[src/rtl/mul_pipe_ctrl.sv]
// -----------------------------------------------------------------------------
// mul_pipe_ctrl
//
// Control and result stage wrapped around an external combinational signed
// 32x32 multiplier. Requests arrive over a valid/ready handshake, are held in
// the operand stage (S1) that drives the multiplier, and the corrected 32-bit
// result is captured in the result stage (S2), which presents it together with
// the request tag over a second valid/ready handshake.
//
// The multiplier always computes a signed x signed product. The unsigned and
// mixed-sign forms are recovered here by adding the operand-sign correction
// terms to the upper half of that product.
//
// Ports
//   clk         clock, all state updates on the rising edge
//   rst_n       asynchronous active-low reset
//   flush       synchronous kill of every in-flight operation
//   req_valid   request present
//   req_ready   a request can be accepted this cycle
//   req_op      0 MUL, 1 MULH, 2 MULHSU, 3 MULHU
//   req_rs1     operand A
//   req_rs2     operand B
//   req_tag     opaque tag, returned unchanged with the result
//   mul_in1     multiplier operand A (S1 register)
//   mul_in2     multiplier operand B (S1 register)
//   mul_out     signed 64-bit product of mul_in1 * mul_in2
//   resp_valid  result present
//   resp_ready  consumer accepts the result
//   resp_data   32-bit result
//   resp_tag    tag belonging to resp_data
// -----------------------------------------------------------------------------
module mul_pipe_ctrl #(
    parameter int TAG_W = 5
) (
    input  logic             clk,
    input  logic             rst_n,
    input  logic             flush,
    input  logic             req_valid,
    output logic             req_ready,
    input  logic [1:0]       req_op,
    input  logic [31:0]      req_rs1,
    input  logic [31:0]      req_rs2,
    input  logic [TAG_W-1:0] req_tag,
    output logic [31:0]      mul_in1,
    output logic [31:0]      mul_in2,
    input  logic [63:0]      mul_out,
    output logic             resp_valid,
    input  logic             resp_ready,
    output logic [31:0]      resp_data,
    output logic [TAG_W-1:0] resp_tag
);

    typedef enum logic [1:0] {
        OP_MUL    = 2'd0,
        OP_MULH   = 2'd1,
        OP_MULHSU = 2'd2,
        OP_MULHU  = 2'd3
    } op_e;

    // ---------------------------------------------------------------------
    // Stage registers
    // ---------------------------------------------------------------------
    logic             s1_valid_reg;
    op_e              s1_op_reg;
    logic [31:0]      s1_a_reg;
    logic [31:0]      s1_b_reg;
    logic [TAG_W-1:0] s1_tag_reg;

    logic             s2_valid_reg;
    logic [31:0]      s2_data_reg;
    logic [TAG_W-1:0] s2_tag_reg;

    logic             s1_valid_next;
    logic             s2_valid_next;
    logic [31:0]      result_next;

    // ---------------------------------------------------------------------
    // Handshake / advance conditions
    // ---------------------------------------------------------------------
    logic s2_free;
    logic s1_adv;
    logic accept;

    assign s2_free = !s2_valid_reg || resp_ready;
    assign s1_adv  = s1_valid_reg && s2_free;

    // S1 can take a new request when it is empty or is emptying this cycle.
    // Depends only on flush, resp_ready and state; never on req_valid.
    assign req_ready = !flush && (!s1_valid_reg || s1_adv);
    assign accept    = req_valid && req_ready;

    // ---------------------------------------------------------------------
    // Sign correction of the signed product.
    //
    // Treating an operand with bit 31 set as unsigned adds 2^32 to its value,
    // which adds (other operand << 32) to the product. Only the upper half is
    // affected, so MUL never needs a correction.
    // ---------------------------------------------------------------------
    logic [63:0] corr_from_b;   // applied when B is treated as unsigned
    logic [63:0] corr_from_a;   // applied when A is treated as unsigned
    logic [63:0] product_adj;

    assign corr_from_b = s1_b_reg[31] ? {s1_a_reg, 32'd0} : 64'd0;
    assign corr_from_a = s1_a_reg[31] ? {s1_b_reg, 32'd0} : 64'd0;

    always_comb begin
        product_adj = mul_out;
        result_next = 32'd0;
        case (s1_op_reg)
            OP_MULHSU: product_adj = mul_out + corr_from_b;
            OP_MULHU:  product_adj = mul_out + corr_from_b + corr_from_a;
            default:   product_adj = mul_out;
        endcase
        if (s1_op_reg == OP_MUL) begin
            result_next = product_adj[31:0];
        end else begin
            result_next = product_adj[63:32];
        end
    end

    // ---------------------------------------------------------------------
    // Valid-bit next state. Flush wins over everything; a response that is
    // handshaken in the flush cycle has already been delivered.
    // ---------------------------------------------------------------------
    always_comb begin
        s1_valid_next = s1_valid_reg;
        s2_valid_next = s2_valid_reg;
        if (flush) begin
            s1_valid_next = 1'b0;
            s2_valid_next = 1'b0;
        end else begin
            if (accept) begin
                s1_valid_next = 1'b1;
            end else if (s1_adv) begin
                s1_valid_next = 1'b0;
            end

            if (s1_adv) begin
                s2_valid_next = 1'b1;
            end else if (resp_ready) begin
                s2_valid_next = 1'b0;
            end
        end
    end

    always_ff @(posedge clk or negedge rst_n) begin
        if (!rst_n) begin
            s1_valid_reg <= 1'b0;
            s2_valid_reg <= 1'b0;
        end else begin
            s1_valid_reg <= s1_valid_next;
            s2_valid_reg <= s2_valid_next;
        end
    end

    // ---------------------------------------------------------------------
    // S1 operand register: loads only on accept, so the multiplier inputs
    // stay stable while the stage is stalled.
    // ---------------------------------------------------------------------
    always_ff @(posedge clk or negedge rst_n) begin
        if (!rst_n) begin
            s1_op_reg  <= OP_MUL;
            s1_a_reg   <= 32'd0;
            s1_b_reg   <= 32'd0;
            s1_tag_reg <= '0;
        end else if (accept) begin
            s1_op_reg  <= op_e'(req_op);
            s1_a_reg   <= req_rs1;
            s1_b_reg   <= req_rs2;
            s1_tag_reg <= req_tag;
        end
    end

    // ---------------------------------------------------------------------
    // S2 result register: loads on advance and otherwise holds, which keeps
    // resp_data/resp_tag stable while the consumer stalls.
    // ---------------------------------------------------------------------
    always_ff @(posedge clk or negedge rst_n) begin
        if (!rst_n) begin
            s2_data_reg <= 32'd0;
            s2_tag_reg  <= '0;
        end else if (s1_adv) begin
            s2_data_reg <= result_next;
            s2_tag_reg  <= s1_tag_reg;
        end
    end

    // ---------------------------------------------------------------------
    // Outputs
    // ---------------------------------------------------------------------
    assign mul_in1    = s1_a_reg;
    assign mul_in2    = s1_b_reg;
    assign resp_valid = s2_valid_reg;
    assign resp_data  = s2_data_reg;
    assign resp_tag   = s2_tag_reg;

endmodule

[config.mk]
export PLATFORM = sky130hd
export DESIGN_NAME = mul_pipe_ctrl
export DESIGN_NICKNAME = d
export VERILOG_FILES = /design/src/rtl/mul_pipe_ctrl.sv
export SDC_FILE = /design/constraint.sdc
export NUM_CORES = 1
export LEC_CHECK = 0
export ABC_CLOCK_PERIOD_IN_PS = 8060
export CAP_MARGIN = 20
export CORE_ASPECT_RATIO = 0.9
export CORE_UTILIZATION = 40
export DETAILED_ROUTE_END_ITERATION = 8
export GPL_TIMING_DRIVEN = 1
export PLACE_DENSITY = 0.68
export SLEW_MARGIN = 20
export SYNTH_ARGS = -nofsm -noshare
export SYNTH_HDL_FRONTEND = slang
export SYNTH_SLANG_ARGS = --single-unit
[constraint.sdc]
create_clock -name clk -period 8.06 [get_ports clk]
set_clock_uncertainty 0.1 [all_clocks]
set_input_delay 2.418 -clock clk [delete_from_list [all_inputs] [get_ports clk]]
set_output_delay 2.418 -clock clk [all_outputs]
set_load 0.1 [all_outputs]
==> impl_results.md <==
* Clk sinks at 110
* Outcome: completed
* Critical path class: in -> reg
* Slew Limit Headroom at 27.9%
* Peak supply drop at 0.000165 V
* Ys async rst share at 100%
* Slowest cell on crit path: clkdlybuf4s50_1
* Crit share post-route at 86.1%
* Reg clk slew, reported paths at 0.08 ns
* Ys Warns at 0
* Post-synth top area share at 31.2%
* Chip width at 159 um
* Vias in the first global route at 7619
* Post-CTS Setup Bufs at 0
* Worst hold path class: reg -> reg
* DRC Markers at 0
* Max-slew violations at 0
* Core Area at 0.0216 mm2
* Post-Syn Nets at 1151
* Routed wire length at 27.8 mm
* Post-synth EDFFs at 0
* FILL cells at 1972
* Placed cell area at 0.0115 mm2
* Max layer used: met4
* Largest area contributor in the netlist: dfrtp_1
* Fraction of layout cells with a size suffix above 1 at 11.9%
* Row count at 51
* Adder-cell share of the synthesized area at 9.53%
* Power density cells at 319 mW/mm2
* Die Y at 143 um
* Max cap viols at 0
* Antenna violations before repair at 3
* Largest family of logic cells by synthesized area: compound AO/OA/AOI/OAI gates
* Largest net degree at the start of global routing at 72
* Hold WS at 0.366 ns
* Synth Area in XOR/XNOR at 5.33%
* Initial DRC Count at 790
* Detail Route Antenna Nets at 0
* Final WS setup at 1.12 ns
* Setup TNS at 0 ns
* Setup slack at placement at 0.857 ns
* Flops & latches, synth at 110
* Initial core utilization at 40.8%
* PostCTS Resize Cnt at 0
* Synth Area per Inst at 9.34 um2
* Slew @ Worst Pin at 1.08 ns
* Worst path required time at 8.21 ns
* Compound-Gate Fraction of Synth Area at 18.0%
* P_leak at 5.12 nW
* Final nets at 1360
* Die ar. at 0.0227 mm2
* RSZ-0062 raised after global routing: no
* Critical Path Start Type: input pin
* Met2 wire len at 11.7 mm
* Synth cell types at 67
* H-tree Lvls at 3
* DR WL met3 at 2.05 mm
* WL met1 at 13.5 mm
* Multi-input gate area at 0.00578 mm2
* Final cell count without fillers at 1452
* Design area at 0.0118 mm2
* Util after Layout at 54.4%
* Worst-Skew Late Latency at 0.37 ns
* Critical Path Max Stage Delay at 0.48 ns
* Crit. End Element: register
* Sequential cell area fraction in the yosys report at 31.2%
* Final Hold Fails at 0
* CP Data Arrival Time at 7.09 ns
* Port bufs at 242
* Overall Power at 3.75 mW
* Final setup viols at 0
* Detailed Place HPWL at 21.4 mm
* Max clock buf depth at 2
* Area growth syn-to-layout at 33.5%
* First-pass DRT Iterations at 7
* Crit-path max FO at 9
* Achievable Freq at 144 MHz
* Crit-path most repeated cell: a21oi_1
* CTS Hold Bufs at 0
* Via count at 8079
* Gr usage total at 24.7%
* First-pass GRT wire length at 42.4 mm
* Critical-path cell list: clkdlybuf4s50_1 -> ha_1 -> inv_1 -> fa_1 -> nor2b_1 -> o21ai_2 -> a21boi_2 -> o31ai_4 -> nand3_1 -> a31oi_1 -> o21ai_0 -> xor2_1 -> ha_1 -> a21oi_1 -> nand2_1 -> a21o_1 -> o21bai_1 -> inv_1 -> a21oi_1 -> or3_1 -> a21oi_1 -> o41ai_1
* Most used flip-flop cell after synthesis: dfrtp_1
* CTS Root Cell: clkbuf_16
* Synthesized area at 0.00882 mm2
* Number of I/O pins at 243
* DP Cell Count at 1434
* Reg area at 0.00275 mm2
* Leading post-synthesis cells by cell area: dfrtp_1, mux2_2, ha_1
* TritonCTS clock tree: done
* Final estimated routing congestion in global placement at 0.992
* Post-synthesis cell count at 945
* Mux share of post-synthesis cell area at 16.2%
* Drt wl/cell at 19.1 um
* Drt via density at 5.56
* Synth Area in Simple Gates at 16.4%
* Num CTS Buffers at 9
* Minimum clock period at 6.94 ns
* Global route total overflow at 0
## power breakdown
part	total, mW	switching, mW	internal [mW]	leakage [nW]
sequential	0.758	0.0856	0.672	1.31
clock	0.481	0.233	0.248	0.147
combinational	2.51	1.70	0.815	3.66
## cell usage in the layout, fill, tap and decap left out, types with 3 or more instances in the layout
cell               n
xnor2_1           36
or3_1              6
o221ai_1          11
o21ai_0           43
nand4_1           14
clkdlybuf4s50_1  240
o21bai_1           6
a21oi_1           74
a31oi_1           12
nor2b_1           10
and3_1             8
mux2i_1           12
mux4_2            16
mux2_2            84
xor2_1            15
a21o_1            37
buf_4              8
ha_1              64
o21a_1             5
and2_1            74
a21boi_0           4
clkbuf_16          9
o22ai_1            3
nand2_1           99
nor2_1            32
o211ai_1           5
nor3_1             6
and4_1             4
nand2b_1           4
a21boi_1           3
nand3_1           20
inv_1             27
dfrtp_1          110
a211oi_1           9
## critical path, delay by kind of cell
family / cells / cell delay, ns
AO/OA/AOI/OAI: 11 / 2.14
XOR/XNOR: 1 / 0.24
adder cells (fa/ha/maj): 3 / 0.96
buffers and inverters: 3 / 0.60
AND/OR/NAND/NOR: 4 / 0.72
## path summary, 6_finish.rpt
path                          startpoint             to  slack, ns  depth (start not counted)
hold reg to reg            s1_tag_reg[1]    resp_tag[1]       0.37                          2
setup / recovery             mul_out[32]  resp_data[30]       1.12                         22
min in group asynchronous          rst_n     mul_in2[1]       1.97                          1
setup reg to reg             mul_in2[31]  resp_data[30]       2.38                         22
hold / removal             s1_tag_reg[1]    resp_tag[1]       0.37                          2
max in group asynchronous          rst_n  resp_data[29]       4.64                          2
## cells by family after synthesis
| kind of cell | count (synthesis) |
|---|---|
| simple gates | 285 |
| compound gates | 242 |
| mux | 112 |
| flops | 110 |
| buf+inv | 78 |
| fa+ha+maj | 66 |
| xor+xnor | 52 |
## final cells by class
type | instances | share of cell area, %
Multi-Input combinational cell | 757 | 49.1
Sequential cell | 110 | 23.4
Timing Repair Buffer | 248 | 20.9
Tap cell | 291 | 3.09
Clock buffer | 10 | 1.94
Inverter | 28 | 0.892
Clock inverter | 6 | 0.659
Antenna cell | 2 | 0.0425
## per-layer routing
metal	vias up	GRT usage [%]
met5	-	0
met4	0	6.93
met1	3884	36.8
met2	314	35.8
li1	3852	-
met3	29	4.83
## cell usage after synthesis, types with 5 or more instances
master    number
dfrtp_1      110
nand2_1      100
mux2_2        84
a21oi_1       74
and2_1        74
ha_1          64
o21ai_0       43
clkbuf_1      39
a21o_1        37
xnor2_1       36
nor2_1        32
inv_1         27
nand3_1       20
mux4_2        16
xor2_1        15
nand4_1       14
a31oi_1       12
mux2i_1       12
nor2b_1       11
o221ai_1      11
a211oi_1       9
and3_1         8
buf_1          7
nor3_1         6
o21bai_1       6
or3_1          6
o211ai_1       5
o21a_1         5
No activity file was read; power rests on OpenSTA's default activity.
